==> src/rtl/periph_pkg.sv <==
// periph_pkg: register offsets, FSM state encodings and CTRL bit positions for periph_responder
package periph_pkg;
  localparam logic [2:0] OFS_STATUS   = 3'd0;
  localparam logic [2:0] OFS_CTRL     = 3'd1;
  localparam logic [2:0] OFS_TIMER    = 3'd2;
  localparam logic [2:0] OFS_CMP      = 3'd3;
  localparam logic [2:0] OFS_GPIO_OUT = 3'd4;
  localparam logic [2:0] OFS_GPIO_IN  = 3'd5;
  localparam logic [2:0] OFS_SCRATCH  = 3'd6;
  localparam int CTRL_TEN = 0;
  localparam int CTRL_IEN = 1;
  typedef enum logic [1:0] {ST_IDLE, ST_WAIT, ST_RESP} state_t;
endpackage

==> src/rtl/periph_timer.sv <==
// periph_timer: 16-bit free-running timer with load, compare and sticky match flag cleared by w1c
module periph_timer
  import periph_pkg::*;
(
  input  logic        clk,
  input  logic        reset_n,
  input  logic        en,
  input  logic        load,
  input  logic [15:0] load_val,
  input  logic [15:0] cmp,
  input  logic        w1c,
  output logic [15:0] count,
  output logic        flag
);
  // load beats increment; a match on the pre-increment value beats a same-cycle clear
  always_ff @(posedge clk or negedge reset_n)
    if (!reset_n) begin
      count <= '0;
      flag  <= 1'b0;
    end else begin
      count <= load ? load_val : en ? count + 16'd1 : count;
      flag  <= (en && count == cmp) ? 1'b1 : w1c ? 1'b0 : flag;
    end
endmodule

==> src/rtl/periph_responder.sv <==
// periph_responder: peripheral-space bus responder with timer, GPIO and scratch; PERIPH_WAIT_EN adds wait states
module periph_responder
  import periph_pkg::*;
#(
  parameter int GPIO_W      = 8,
  parameter int WAIT_CYCLES = 2
) (
  input  logic              clk,
  input  logic              reset_n,
  input  logic              req,
  input  logic              req_we,
  input  logic [15:0]       req_addr,
  input  logic [15:0]       req_wdata,
  output logic              ack,
  output logic [15:0]       rdata,
  output logic              err,
  output logic              irq,
  output logic [GPIO_W-1:0] gpio_out,
  input  logic [GPIO_W-1:0] gpio_in
);
  state_t state, state_nx;
  logic start, fire, we, miss, wr, flag;
  logic [14:0] addr;
  logic [15:0] wdata, rd_val, count, cmp, scratch;
  logic [2:0] ofs;
  logic [1:0] ctrl;
  logic [GPIO_W-1:0] gpio_meta, gpio_sync;

  assign start = state == ST_IDLE && req && req_addr[15];

`ifdef PERIPH_WAIT_EN
  logic [3:0] cnt;
  logic lat_we;
  logic [14:0] lat_addr;
  logic [15:0] lat_wdata;
  assign we    = state == ST_IDLE ? req_we : lat_we;
  assign addr  = state == ST_IDLE ? req_addr[14:0] : lat_addr;
  assign wdata = state == ST_IDLE ? req_wdata : lat_wdata;
  assign fire  = (start && WAIT_CYCLES == 0) || (state == ST_WAIT && cnt == 4'd0);
  // hold the accepted request and count down the wait states
  always_ff @(posedge clk or negedge reset_n)
    if (!reset_n) begin
      cnt       <= '0;
      lat_we    <= 1'b0;
      lat_addr  <= '0;
      lat_wdata <= '0;
    end else if (start) begin
      cnt       <= 4'(WAIT_CYCLES - 1);
      lat_we    <= req_we;
      lat_addr  <= req_addr[14:0];
      lat_wdata <= req_wdata;
    end else if (state == ST_WAIT) begin
      cnt <= cnt - 4'd1;
    end
`else
  assign we    = req_we;
  assign addr  = req_addr[14:0];
  assign wdata = req_wdata;
  assign fire  = start;
`endif

  assign ofs  = addr[2:0];
  assign miss = addr[14:3] != 12'd0 || ofs == 3'd7;
  assign wr   = fire && we && !miss;
  assign ack  = state == ST_RESP;
  assign irq  = flag & ctrl[CTRL_IEN];

  // next state: fire enters the ack cycle, otherwise an accepted request waits
  always_comb begin
    state_nx = state == ST_RESP ? ST_IDLE : fire ? ST_RESP : start ? ST_WAIT : state;
  end

  // state register and registered response
  always_ff @(posedge clk or negedge reset_n)
    if (!reset_n) begin
      state <= ST_IDLE;
      rdata <= '0;
      err   <= 1'b0;
    end else begin
      state <= state_nx;
      rdata <= (fire && !we && !miss) ? rd_val : '0;
      err   <= fire && miss;
    end

  // read mux over the register bank
  always_comb begin
    case (ofs)
      OFS_STATUS:   rd_val = {15'd0, flag};
      OFS_CTRL:     rd_val = {14'd0, ctrl};
      OFS_TIMER:    rd_val = count;
      OFS_CMP:      rd_val = cmp;
      OFS_GPIO_OUT: rd_val = 16'(gpio_out);
      OFS_GPIO_IN:  rd_val = 16'(gpio_sync);
      OFS_SCRATCH:  rd_val = scratch;
      default:      rd_val = '0;
    endcase
  end

  // writable registers, committed on the edge that enters the ack cycle
  always_ff @(posedge clk or negedge reset_n)
    if (!reset_n) begin
      ctrl     <= '0;
      cmp      <= 16'hFFFF;
      gpio_out <= '0;
      scratch  <= '0;
    end else begin
      if (wr && ofs == OFS_CTRL) ctrl <= wdata[1:0];
      if (wr && ofs == OFS_CMP) cmp <= wdata;
      if (wr && ofs == OFS_GPIO_OUT) gpio_out <= wdata[GPIO_W-1:0];
      if (wr && ofs == OFS_SCRATCH) scratch <= wdata;
    end

  // two-flop synchroniser for the asynchronous gpio inputs
  always_ff @(posedge clk or negedge reset_n)
    if (!reset_n) begin
      gpio_meta <= '0;
      gpio_sync <= '0;
    end else begin
      gpio_meta <= gpio_in;
      gpio_sync <= gpio_meta;
    end

  periph_timer u_timer (
    .clk      (clk),
    .reset_n  (reset_n),
    .en       (ctrl[CTRL_TEN]),
    .load     (wr && ofs == OFS_TIMER),
    .load_val (wdata),
    .cmp      (cmp),
    .w1c      (wr && ofs == OFS_STATUS && wdata[0]),
    .count    (count),
    .flag     (flag)
  );
endmodule

==> config.mk <==
export PLATFORM = sky130hd
export DESIGN_NAME = periph_responder
export DESIGN_NICKNAME = d
export VERILOG_FILES = /design/src/rtl/periph_pkg.sv /design/src/rtl/periph_timer.sv /design/src/rtl/periph_responder.sv
export SDC_FILE = /design/constraint.sdc
export NUM_CORES = 1
export LEC_CHECK = 0
export CAP_MARGIN = 0
export CELL_PAD_IN_SITES_DETAIL_PLACEMENT = 1
export CELL_PAD_IN_SITES_GLOBAL_PLACEMENT = 2
export CORE_ASPECT_RATIO = 0.7
export CORE_MARGIN = 2
export CORE_UTILIZATION = 39
export CTS_CLUSTER_SIZE = 24
export DETAILED_ROUTE_END_ITERATION = 10
export PLACE_DENSITY_LB_ADDON = 0.1
export SYNTH_ARGS = -nofsm -noshare
export SYNTH_HDL_FRONTEND = slang
export SYNTH_SLANG_ARGS = --single-unit
==> constraint.sdc <==
create_clock -name clk -period 2.8 [get_ports clk]
set_input_delay 0.56 -clock clk [delete_from_list [all_inputs] [get_ports clk]]
set_output_delay 0.56 -clock clk [all_outputs]
set_load 0.03 [all_outputs]
After elaboration in Yosys (flattened, before gate mapping)
Index checks and enable logic that the tools add are counted.
- $add $sub $neg: 1
- equality and inequality tests: 9
- muxes and demuxes: 8
- bitwise operators: 1
- reduce and logical (&&, ||, !) cells: 24
- operators with widths (cell ; number):
    16-bit one-hot mux with 7 select lines ; 1
    16-bit 2-to-1 mux ; 3
    16-bit by 1-bit adder with 16-bit output (second input constant) ; 1
    16-bit equality test ; 1
    1-bit logical AND ; 15
    3-bit equality test (second input constant) ; 4
    12-bit nonzero test ; 1
    3-bit by 2-bit equality test with 1-bit output (second input constant) ; 2
    2-bit nonzero test ; 3
    2-bit 2-to-1 mux ; 2
    3-bit by 1-bit equality test with 1-bit output (second input constant) ; 1
    3-bit zero test ; 1
    2-bit equality test (second input constant) ; 1
    1-bit zero test ; 2
    2-bit zero test ; 1
    1-bit 2-to-1 mux ; 2
    1-bit AND ; 1
    1-bit logical OR ; 1
- register bits: 94
- input port bits: 44
- word-level logic and storage cells: 54

Depth between registers and ports, before layout
Gate-level depths: netlist (run 1).
- depth in word-level cells: 9
- depth in mapped cells: 7
- depth with buffers taken out: 5

Cells and area by module
Synthesis (run 1) repeated with hierarchy kept, for this count alone.
- cells, all modules: 365
- area, all modules: 4453.0 µm²
- by module, submodules not included (module ; instances ; cells each ; area each (µm²) ; sequential area each (µm²)):
    periph_responder ; 1 ; 236 ; 3261.9 ; 1921.8
    periph_timer ; 1 ; 129 ; 1191.1 ; 425.4

Least setup slack after synthesis (run 1)
No wires, ideal clock.
- path kind: input port to flip-flop
- start point: in req_addr[8]
- end point: reg u_timer.count[10]
- arrival time: 2160 ps
- required time: 2675 ps
- setup slack: 514 ps
- stages on the path: 5
- buffers on the path: 1
- cell sequence: or4_4 > nor4_4 > nand3_4 > buf_6 > mux2_4
- cells in the longest elaborated chain, start to end: 6
- elaborated cells on any way between the ends: 7
- classes of those cells: mux (1); reduce/logical (6)
- RTL lines (element ; line ; RTL):
    start: declaration ; periph_responder.sv:12 ; input logic [15:0] req_addr,
    12-bit nonzero test * ; periph_responder.sv:63 ; assign miss = addr[14:3] != 12'd0 || ofs == 3'd7;
    1-bit logical OR * ; periph_responder.sv:63 ;
    1-bit zero test * ; periph_responder.sv:64 ; assign wr = fire && we && !miss;
    1-bit logical AND * ; periph_responder.sv:64 ;
    1-bit logical AND * ; periph_responder.sv:127 ; .load (wr && ofs == OFS_TIMER),
    16-bit 2-to-1 mux or 2-bit nonzero test (tied branches) ; - ;
    end signal: assignment ; periph_timer.sv:21 ; count <= load ? load_val : en ? count + 16'd1 : count;
    end: declaration ; periph_timer.sv:12 ; output logic [15:0] count,
Every way passes the cells marked *; elsewhere a longest branch is shown, timed or not.
A chain may end at the register's enable or synchronous reset.

Final worst setup path (run 1)
- start point: in req_addr[8]
- end point: reg u_timer.flag
- cells in the longest elaborated chain, start to end: 7
- RTL lines (element ; line ; RTL):
    12-bit nonzero test ; periph_responder.sv:63 ;
    1-bit logical OR ; periph_responder.sv:63 ;
    1-bit zero test ; periph_responder.sv:64 ;
    1-bit logical AND ; periph_responder.sv:64 ;
    1-bit logical AND (2 in series) ; periph_responder.sv:130 ; .w1c (wr && ofs == OFS_STATUS && wdata[0]),
    2-bit nonzero test (no line) ; - ;
    end signal: assignment ; periph_timer.sv:22 ; flag <= (en && count == cmp) ? 1'b1 : w1c ? 1'b0 : flag;
    end: declaration ; periph_timer.sv:13 ; output logic flag
Every way passes these cells.

==> results of run 1 <==
-- stage by stage --
| step | setup slack (ns) | util | power [mW] | hold slack [ns] | cell area (um2) |
|---|---|---|---|---|---|
| 2_1_floorplan | 0.514 | - | 1.44 | 0.264 | 4370 |
| 3_3_place_gp | -0.136 | 0.487 | 1.56 | 0.331 | 5340 |
| 3_5_place_dp | -0.190 | 0.487 | 1.56 | 0.336 | 5340 |
| 4_1_cts | 0.126 | 0.512 | 2.74 | 0.211 | 5620 |
| 5_1_grt | 0.0881 | 0.512 | 2.80 | 0.221 | 5620 |
| 6_report | 0.0804 | 0.512 | 2.70 | 0.189 | 5620 |
-- per-layer routing --
layer | routed length [um] | track usage
met5 | 0 | 0
met4 | 87 | 0.0372
met3 | 450 | 0.0560
met2 | 4920 | 0.295
met1 | 5250 | 0.276
-- final cells by class --
class / instances / area share
clock buffer: 13 / 0.0463
clock inverter: 3 / 0.00356
inverter: 6 / 0.00401
multi-input combinational: 219 / 0.341
sequential: 93 / 0.418
tap: 153 / 0.0341
timing repair buffer: 85 / 0.153
-- Yosys cell counts, types with 2 or more instances --
| master | instances |
|---|---|
| sky130_fd_sc_hd__dfrtp_1 | 77 |
| sky130_fd_sc_hd__nor3_1 | 5 |
| sky130_fd_sc_hd__buf_1 | 2 |
| sky130_fd_sc_hd__mux2_4 | 19 |
| sky130_fd_sc_hd__inv_1 | 6 |
| sky130_fd_sc_hd__buf_6 | 2 |
| sky130_fd_sc_hd__a21oi_1 | 9 |
| sky130_fd_sc_hd__nand3b_1 | 2 |
| sky130_fd_sc_hd__o21ai_0 | 2 |
| sky130_fd_sc_hd__buf_2 | 3 |
| sky130_fd_sc_hd__nor4_1 | 10 |
| sky130_fd_sc_hd__nand4_1 | 7 |
| sky130_fd_sc_hd__mux4_2 | 2 |
| sky130_fd_sc_hd__nand2_1 | 10 |
| sky130_fd_sc_hd__xor2_1 | 24 |
| sky130_fd_sc_hd__dfstp_2 | 16 |
| sky130_fd_sc_hd__nand3_4 | 2 |
| sky130_fd_sc_hd__a222oi_1 | 6 |
| sky130_fd_sc_hd__nor2b_1 | 3 |
| sky130_fd_sc_hd__mux2i_1 | 12 |
| sky130_fd_sc_hd__mux2_2 | 45 |
| sky130_fd_sc_hd__nor3b_1 | 2 |
| sky130_fd_sc_hd__nand3_1 | 4 |
| sky130_fd_sc_hd__a22o_1 | 6 |
| sky130_fd_sc_hd__clkbuf_1 | 10 |
| sky130_fd_sc_hd__or4_4 | 3 |
| sky130_fd_sc_hd__nor2_1 | 28 |
| sky130_fd_sc_hd__xnor2_1 | 7 |
-- logic make-up after synthesis --
group | share of synthesized area
flops | 0.537
simple gates | 0.113
mux | 0.219
xor+xnor | 0.0621
compound gates | 0.0421
buf+inv | 0.0240
fa+ha+maj | 0.00286
-- state kept, by name (all words and copies together) (netlist names), 2 cells and up --
signal         flops
gpio_sync          8
gpio_out           8
cmp               16
scratch           16
gpio_meta          8
ctrl               2
u_timer.count     16
rdata             16
-- critical path, cell delays in order --
cell and delay (ns):
sky130_fd_sc_hd__clkdlybuf4s50_1 0.40, sky130_fd_sc_hd__or4_4 0.55, sky130_fd_sc_hd__buf_4 0.17, sky130_fd_sc_hd__or3_1 0.36
sky130_fd_sc_hd__o41ai_1 0.58, sky130_fd_sc_hd__o21ai_0 0.26
-- report_power, final --
part           total (mW)  internal (mW)  switching, mW
Clock                1.16          0.650          0.512
Combinational       0.175         0.0839         0.0906
Sequential           1.36           1.36        0.00401
Total                2.70           2.09          0.607
-- worst paths after layout --
| check | endpoint | slack, ns | startpoint | cells after the start |
|---|---|---|---|---|
| max | u_timer.flag | 0.08 | req_addr[8] | 6 |
| min | gpio_meta[6] | 0.19 | reset_n | 1 |
| max reg2reg | gpio_out[2] | 0.78 | state[1] | 5 |
| min reg2reg | gpio_sync[7] | 0.35 | gpio_meta[7] | 0 |
| max in group asynchronous | cmp[15] | 1.90 | reset_n | 2 |
| min in group clk | gpio_sync[7] | 0.35 | gpio_meta[7] | 0 |
==> metrics list, run 1 <==
- The flow ran to the end, and the final reports show no timing, DRC or antenna violations.
- The analysis attributes to cell leakage a power of between 2 and 3 nW.
- Most frequent standard cell in the layout excluding fill and tap cells: sky130_fd_sc_hd__dfrtp_1
* Number of distinct library cells after synthesis: 39
- During placement, the flow inserted port buffers numbering 70.
- Top-level port count: 71
* Clock tree from TritonCTS: yes
- Cell Pwr Density: 480 mW/mm2
- For this run, the top clock speed supported by timing is approximately 370 MHz.
* Fraction of final layout cells with drive strength greater than 1: 0.286
- For this run the aggregate overflow at the end of global routing stands at 0.
* RSZ-0062 raised after global routing: no
- For this configuration, the core starts out at a cell density of 0.398.
- Layout Cells excl Fill: 572
- Number of nets with antenna violations after routing: 0
- For this run, asynchronously set or reset flops after synthesis account for 1.00.
- Data on the critical path arrives at its endpoint at 2.89 ns.
- The number of gates resized after CTS was 0.
* Top cells by area in the synthesized netlist: sky130_fd_sc_hd__dfrtp_1 44%, sky130_fd_sc_hd__mux2_2 12%, sky130_fd_sc_hd__dfstp_2 9.6%
- The worst setup path is captured at a register.
* H-tree Lvls: 3
* Setup-violating endpoint count in the final report: 0
- Wire length after detailed routing: 10700 um
- Among all flip-flop cells after synthesis, the most frequent one is sky130_fd_sc_hd__dfrtp_1.
* Number of enable-type register cells in the synthesized netlist: 0
- At the end of routability-driven placement, the weighted congestion stood at 0.765.
- Synthesis inferred 93 register bits.
* Worst-path clk slew: approximately 0.060 ns
- Multi-input gate area: approximately 0.0019 mm2
- The number of endpoints with negative hold slack in the final report was 0.
- Counting every net in the synthesized netlist gives 380.
- Data required time of the worst path: 2.97 ns
- The number of max-slew violations in the final report was 0.
- Vias in the first global route: 3177
- Layout Skew: 0.00394 ns
- Number of nets in the final layout: 459
- Die X-Extent: 131 um
* Max-Slew Margin vs Limit: 0.481
- Average wire length per cell after detail routing: 18.7 um
* Max-cap violation count: 0
- Worst-Skew Late Latency: approximately 0.34 ns
- Kind of launch point of the worst setup path: primary input
- Dividing the detail-routed via count by the number of cells gives roughly 5.2.
- Along the worst path, the maximum fanout reaches 3.
- Area Overhead vs Synth: 28.6%
- Final cycle utilization of the critical path: 0.971
- Root Buffer: sky130_fd_sc_hd__clkbuf_16
- The share of the Yosys chip area taken by registers is 0.537.
- Die extent in y: 92.6 um
* Area share of the largest cell type after synthesis: 0.441
- 1st-pass router iterations: 4
- Post-synthesis area per instance: 13.0 um2
- The filler cells instantiated in the layout total around 1.1k.
* Number of synthesis warnings: 0
* Global-route wire length before repair: 17400 um
- Summing all flip-flop and latch instances after layout gives ~0.0023 mm2.
* Final min period: 2.72 ns
- Once placement completed, the tool counted placed cells totaling roughly 560.
- Largest net degree at the start of global routing: 56
- The worst-case IR drop observed on VDD is approximately 270 uV.
- Initial antenna violation count: 0
- Num Clock Sinks: 93
- Buffers inserted to repair hold after CTS numbered 0.
* Total Die Area: 0.0121 mm2
* Final routed DRC violation total: 0
- The worst setup path is of the in2reg kind.
- Cell type contributing the most total cell area after synthesis: sky130_fd_sc_hd__dfrtp_1
- Diode count: 0
- The routed layout has 2971 vias.
- Cells after synthesis: ~340
- The cell area that synthesis handed to floorplanning was 0.00437 mm2.
- Once the clock tree was built, the setup fixing pass inserted 0 buffers.
* Inserted Clock Buffers: 9
* Setup TNS: 0 ns
- Highest-count cells in the layout ignoring fill and taps: 77 x sky130_fd_sc_hd__dfrtp_1, 69 x sky130_fd_sc_hd__clkdlybuf4s50_1, 45 x sky130_fd_sc_hd__mux2_2, 28 x sky130_fd_sc_hd__nor2_1, 24 x sky130_fd_sc_hd__xor2_1
- For this block, the initial DRC count from the detailed router was 141.
- Half-perimeter wire length after placement: between 7000 and 8000 um
- Slew @ Worst Pin: between 0.7 and 0.8 ns
- Clk buf depth: 2
- Worst hold path type: in2async
- After floorplanning, the core was divided into 32 placement rows.
- Across every metal layer, demand over resource in global routing totals 0.193.
* Core area: 0.0110 mm2
(Power assumes the default switching activity.)
==> run 2, diff against run 1 <==
- SKIP_LAST_GASP: default -> 1
- SYNTH_HIERARCHICAL: default -> 1
==> metrics list, run 2 <==
* Starting utilization of the core area: 0.403
- Measured on the finished design, the core utilization comes to 0.515.
* Area Overhead vs Synth: 27.9%
- The mapped netlist covers 0.00445 mm2.
- Summed over all cells, the static leakage comes to 2.36 nW.
- Vias in the first global route: 3421
- Final hold vios: 0
- The core region is about 0.011 mm2.
- By instance count, the leading cell after synthesis is sky130_fd_sc_hd__dfrtp_1.
* H-tree Lvls: 3
- Buffer count from post-CTS setup fixing: 0
- Most frequent standard cell in the layout excluding fill and tap cells: sky130_fd_sc_hd__dfrtp_1
- Top-level port count: 71
* Highest-count cells in the layout ignoring fill and taps: 77 x sky130_fd_sc_hd__dfrtp_1, 69 x sky130_fd_sc_hd__clkdlybuf4s50_1, 50 x sky130_fd_sc_hd__mux2_2, 31 x sky130_fd_sc_hd__nor2_1, 29 x sky130_fd_sc_hd__nand2_1
- The slowest stage of the critical path belongs to the cell sky130_fd_sc_hd__clkdlybuf4s50_1.
- Switching share of power: 0.239
* Portion of total power attributed to combinational logic: 0.074
- Kind of launch point of the worst setup path: primary input
* Largest net degree at the start of global routing: 42
* Filler cells: 1189
* Die X-Extent: 132 um
- Across every metal layer, demand over resource in global routing totals 0.195.
* Half-perimeter wire length after placement: 8180 um
- In the synthesized netlist, the number of instances is 365.
- Fraction of final layout cells with drive strength greater than 1: 0.281
- The worst setup path is captured at a register.
* Cts repair resizes: 0
- After layout, the minimum clock period comes to roughly 2.3 ns.
- Area share of the largest cell type after synthesis: 0.433
- Fraction of synthesized cell area in xor and xnor cells: 0.0570
* Number of cells traversed by the worst register-to-register path: 8
- Global-route wire length before repair: ~18000 um
* Number of nets with antenna violations after routing: 0
* Row count: 32
* Count of final max-slew check failures: 0
- Share of the yosys chip area belonging to registers: 0.527
- Largest delay share family, worst path: simple AND/OR/NAND/NOR gates
- In the routed layout, each cell is associated on average with a via count of slightly above 5.
- The final layout contains around 490 nets.
* Initial antenna violation count: 0
* Number of enable-type register cells in the synthesized netlist: 0
* Switching pwr: 0.651 mW
- Of all nets on the critical path, the largest fanout is 6.
* Number of violations reported at the end of detailed-routing iteration 0: between 200 and 250
- At the later pin of the worst-skew pair, clock insertion delay measures 0.34 ns.
- By startpoint and endpoint, the worst setup path is classified as in2reg.
- VDD IR-drop max: 331 uV
- In the final layout, flip-flops and latches occupy approximately 0.0023 mm2.
- Clock tree synthesis selected as its root buffer the cell sky130_fd_sc_hd__clkbuf_16.
- The flow ran to the end, and the final reports show no timing, DRC or antenna violations.
- Simple-gate area share of the yosys netlist: 0.159
- The endpoint identified for the worst register-to-register timing path is u_timer/count[14].
* Cell Pwr Density: around 480 mW/mm2
- The number of nets handed over by synthesis was 410.
- The min-delay analysis places its worst path in the category in2async.
- Multi-input gate area: just under 0.002 mm2
- Setup-violating endpoint count in the final report: 0
- Endpoint arrival time on the critical path: 2.55 ns
- Post-synthesis area per instance: between 10 and 15 um2
- Power share of the clock group: 0.425
- Wire length after detailed routing: about 11000 um
- Detailed routing inserted a total of 3111 vias.
- Adder-cell share of the synthesized area: 0.00281
* Total Die Area: 0.0123 mm2
- Buffers on Ports: 70
* Slack of the worst reg-to-reg path: 0.69 ns
- The clock passes through at most 2 buffers.
* Post-CTS Hold Buffers: 0
- The post-synthesis compound-gate area fraction is 0.0759.
* Hold slack: 0.198 ns
- In this run the tightest slew margin relative to its limit is 0.487.
* Post-layout worst setup margin: 0.454 ns
- Placed Cells incl. Taps: roughly 600
- Combinational family with the most area after synthesis: simple AND/OR/NAND/NOR gates
- After synthesis, the cell types taking the most area are sky130_fd_sc_hd__dfrtp_1 43%, sky130_fd_sc_hd__mux2_2 13%, sky130_fd_sc_hd__dfstp_2 9.4%.
- Synth async-reset ratio: 1.00
- Synth Register Bits: between 90 and 100
- Layout Skew: 0.0187 ns
* Data required time of the worst path: 3.01 ns
- The synthesized netlist contains 50 unique library cells.
- Final routed DRC violation total: 0
* Cells along the critical path: clkdlybuf4s50_1, nor4_4, and3_1, nand3_1, nor3b_2, nand2b_1, a21oi_1, a311o_1
- Final cycle utilization of the critical path: 0.838
- For this run, the slowest stage of the critical path takes 0.44 ns.
- The number of antenna diodes in the final layout is 0.
* Setup TNS: 0 ns
- Measured along the y axis, the die boundary spans approximately 93 um.
* Worst r2r src: state[1]
- The first detailed-routing pass took 4 iterations.
- Buffers inserted during clock tree synthesis total 9.
* Layout Cells excl Fill: 602
- Max-cap violation count: 0
* Commonest cells post-synth: 77 x sky130_fd_sc_hd__dfrtp_1, 50 x sky130_fd_sc_hd__mux2_2, 31 x sky130_fd_sc_hd__nor2_1
- Sum of buffers and inverters on the critical path: 1
* Flip-flop cell with the highest count after synthesis: sky130_fd_sc_hd__dfrtp_1
- Of the total power, registers draw 0.501.
* Routability cong.: 0.784
* Highest clock frequency the design can meet: 426 MHz
- Pre-CTS worst setup slack: 0.108 ns
- Cell type contributing the most total cell area after synthesis: sky130_fd_sc_hd__dfrtp_1
* Clock tree from TritonCTS: yes
* Overflow after GRT: 0
* Mux contribution to synthesized area: 0.149
- Average wire length per cell after detail routing: between 15 and 20 um
- Worst-path clk slew: approximately 0.070 ns
- Num Clock Sinks: 93
- Internal power comes to 2.07 mW.
- Slew @ Worst Pin: 0.767 ns
- Setup repair after global routing left no endpoint under its margin.
- During synthesis, Yosys emitted a total of 6 warnings.
run 2: changes by cell type after synthesis, sizes merged, moves of 4 or more:
cell / delta
nand2: +19
nor2: +4
buf: +7
mux2: -14
o21ai: +13
xnor2: +4
xor2: -6
run 2: layout make-up:
type | instances | area share
multi-input combinational | 246 | 0.348
sequential | 93 | 0.412
timing repair buffer | 89 | 0.154
inverter | 5 | 0.00330
clock inverter | 6 | 0.00879
clock buffer | 10 | 0.0402
tap | 153 | 0.0336
run 2: layer usage:
layer	share of wire	GRT usage	up-vias	wire (um)
li1	-	-	1460	-
met3	0.035	0.0509	2	378
met5	0	0	-	0
met4	0.0023	0.0353	0	25
met1	0.50	0.269	1595	5520
met2	0.46	0.313	54	5020
run 2: logic make-up (layout without fill, tap and decap cells):
group | after synthesis | count (layout)
buf+inv | 26 | 110
mux | 60 | 60
compound gates | 45 | 45
xor+xnor | 29 | 29
simple gates | 111 | 111
flops | 93 | 93
fa+ha+maj | 1 | 1
run 2: worst max path at each step:
stage / from / endpoint / slack, ns / cells after the start
2_1_floorplan: req_addr[12] / u_timer/count[12] / 0.33 / 8
3_3_place_gp: req_addr[12] / u_timer/count[14] / 0.14 / 8
3_5_place_dp: req_addr[12] / u_timer/count[14] / 0.11 / 8
4_1_cts: req_addr[8] / u_timer/count[14] / 0.45 / 7
5_1_grt: req / u_timer/count[14] / 0.30 / 9
6_report: req_addr[12] / u_timer/count[14] / 0.45 / 8
run 2: stage by stage:
step	total power, mW	cell area [um2]
3_5_place_dp	1.59	5420
4_1_cts	2.77	5690
2_1_floorplan	1.46	4450
3_3_place_gp	1.59	5420
5_1_grt	2.84	5690
6_report	2.72	5690
run 2: power by group through the flow:
stage               clock [mW]  sequential, mW  combinational (mW)
floorplan                    0            1.39              0.0672
global placement             0            1.39               0.203
global route              1.25            1.36               0.223
finish                    1.16            1.36               0.203
CTS                       1.20            1.36               0.208
detailed placement           0            1.39               0.206
==> run 3, diff against run 2 <==
- CORE_UTILIZATION: 39 -> 32
- clock period: 2.8 -> 2.11 ns (I/O delays scaled with it)
==> metrics list, run 3 (synthesis results as in run 2) <==
- The number of endpoints with negative hold slack in the final report is 0.
- VDD IR-drop max: 367 uV
- WS Path Type: in2reg
- In the final routed layout, each cell accounts on average for 18.2 um.
- Final core utilization: 0.439
- In this design, the stage delay of the slowest critical-path cell is ~0.44 ns.
- Number of nets with antenna violations after routing: 0
- Half-perimeter wire length after placement: about 9000 um
- Switching pwr: approximately 0.9 mW
- Internal power consumption: between 2 and 3 mW
- Largest delay share family, worst path: simple AND/OR/NAND/NOR gates
- Final cycle utilization of the critical path: 0.969
- The first TritonRoute pass finished after 6 iterations.
- Max-cap violation count: 0
- Critical path origin: req_addr[6]
- Dividing the detail-routed via count by the number of cells gives between 4 and 5.
- In this run the worst hold path is classified as in2async.
- For this run, the post-layout net count is 512.
* Kind of launch point of the worst setup path: primary input
- Hold repair after CTS inserted 0 buffers.
- Worst r2r src: state[1]
* Layout Skew: 0.00775 ns
* Largest net degree at the start of global routing: between 40 and 50
- Endpoint arrival time on the critical path: 2.27 ns
* Diode count: 0
- Of the total power, registers draw 0.489.
* Routability cong.: 0.766
* Area Overhead vs Synth: 35.4%
- Fraction of final layout cells with drive strength greater than 1: 0.324
* Setup-violating endpoint count in the final report: 0
- Cell Pwr Density: 614 mW/mm2
- Wire length after detailed routing: 12000 um
* Endpoint type of the worst setup path: register
* Data required time of the worst path: 2.33 ns
- Along the worst path, the maximum fanout reaches 7.
* Portion of total power attributed to combinational logic: 0.081
- Adding up every negative setup slack in the final design gives 0 ns.
- Sum of buffers and inverters on the critical path: 2
- Worst-path clk slew: 0.07 ns
- Power share of the clock group: 0.430
* Most frequent standard cell in the layout excluding fill and tap cells: sky130_fd_sc_hd__dfrtp_1
- The count of buffers added on input and output ports is 70.
- In this run, placement finished with an instance count of 641.
* Final routed DRC violation total: 0
* Max-Slew Margin vs Limit: 0.540
- For the pin with the worst max-slew slack, the measured transition is approximately 0.69 ns.
- TritonCTS created 9 clock buffers.
* Total global-route track usage: 0.169
- The root buffer cell chosen for the clock tree is sky130_fd_sc_hd__clkbuf_16.
- H-tree Lvls: 3
- For this design the top-level I/O count stands at 71.
* Switching share of power: 0.248
* Worst-Skew Late Latency: 0.34 ns
* Total Power Consumption: 3.70 mW
- Number of violations reported at the end of detailed-routing iteration 0: between 100 and 150
- Setup repair after global routing left no endpoint under its margin.
* Slowest library cell on the worst path: sky130_fd_sc_hd__clkdlybuf4s50_1
* Post-layout worst setup margin: 0.0651 ns
- Row count: 36
- Initial antenna violation count: 0
* Highest-count cells in the layout ignoring fill and taps: 77 x sky130_fd_sc_hd__dfrtp_1, 61 x sky130_fd_sc_hd__clkdlybuf4s50_1, 50 x sky130_fd_sc_hd__mux2_2, 32 x sky130_fd_sc_hd__buf_4, 31 x sky130_fd_sc_hd__nor2_1
* Total Die Area: 0.0149 mm2
* Core area: 0.0137 mm2
- After filler insertion, the fill cell instance count of the layout stands at around 1.5k.
* Overflow after GRT: 0
- Cells along the critical path: clkdlybuf4s50_1, nor4_4, nand3_4, nor3_4, buf_6, mux2_2
- The via count of the first global-routing pass is 3459.
* Global-route wire length before repair: 19200 um
* Die X-Extent: 145 um
* Layout Cells excl Fill: 662
* Result of the run: completed
- The die is 103 um tall.
* Num Clock Sinks: 93
* Pre-CTS worst setup slack: -0.458 ns
* Clock tree from TritonCTS: yes
- Starting utilization of the core area: 0.324
- Subtracting the final worst setup slack from the clock period gives between 2 and 2.5 ns.
* DR vias: around 3.2k
- Pleak: 2.57 nW
* Count of final max-slew check failures: 0
* Highest clock frequency the design can meet: between 400 and 500 MHz
- The clock passes through at most 2 buffers.
==> run 3: changes by cell type in the layout (fill, tap and decap cells not counted), sizes merged <==
cell | before | now
buf | 20 | 43
dlygate4sd2 | 0 | 1
clkdlybuf4s50 | 69 | 61
dlymetal6s2s | 0 | 7
clkbuf | 10 | 9
inv | 9 | 10
==> run 3: power by group through the flow <==
| stage | combinational, mW | sequential (mW) | clock [mW] |
|---|---|---|---|
| final | 0.301 | 1.81 | 1.59 |
| after global routing | 0.330 | 1.81 | 1.73 |
| after CTS | 0.309 | 1.81 | 1.65 |
| after detailed placement | 0.307 | 1.84 | 0 |
| after global placement | 0.302 | 1.84 | 0 |
| after floorplan | 0.0895 | 1.85 | 0 |
==> run 3: path summary, 6_finish.rpt <==
check	to	slack (ns)	cells after the start
max	scratch[13]	0.07	6
min	scratch[14]	0.02	1
max reg2reg	u_timer/count[14]	0.20	8
min reg2reg	gpio_sync[4]	0.35	0
max in group asynchronous	cmp[15]	1.41	2
min in group clk	gpio_sync[4]	0.35	0
==> run 3: routing by layer <==
layer  vias to the layer above  share of wire  global-route usage
met4                         0          0.012              0.0457
met3                        12          0.038              0.0394
li1                       1498              -                   -
met1                      1646           0.51               0.237
met5                         -              0                   0
met2                        67           0.44               0.267
==> run 3: final cells by class <==
type,instances,area (um2),area share
Multi-Input combinational cell,246,2000,0.332
Inverter,5,18.8,0.00311
Timing Repair Buffer,112,1130,0.188
Sequential cell,93,2350,0.389
Tap cell,190,238,0.0394
Clock inverter,7,63.8,0.0106
Clock buffer,9,225,0.0374
==> run 3: repair_timing <==
item | CTS | global route
pin swaps | 3 | 5
setup buffers | 1 | 3
endpoints found under the setup margin | 3 | 46
resized for setup | 4 | 16
gates cloned | 0 | 1
==> run 3: per-stage QoR <==
stage               instance area (um2)  hold WS [ns]
floorplan                          4460         0.126
global placement                   5640         0.335
detailed placement                 5640         0.336
CTS                                5950        0.0277
global route                       6030        0.0413
finish                             6030        0.0183
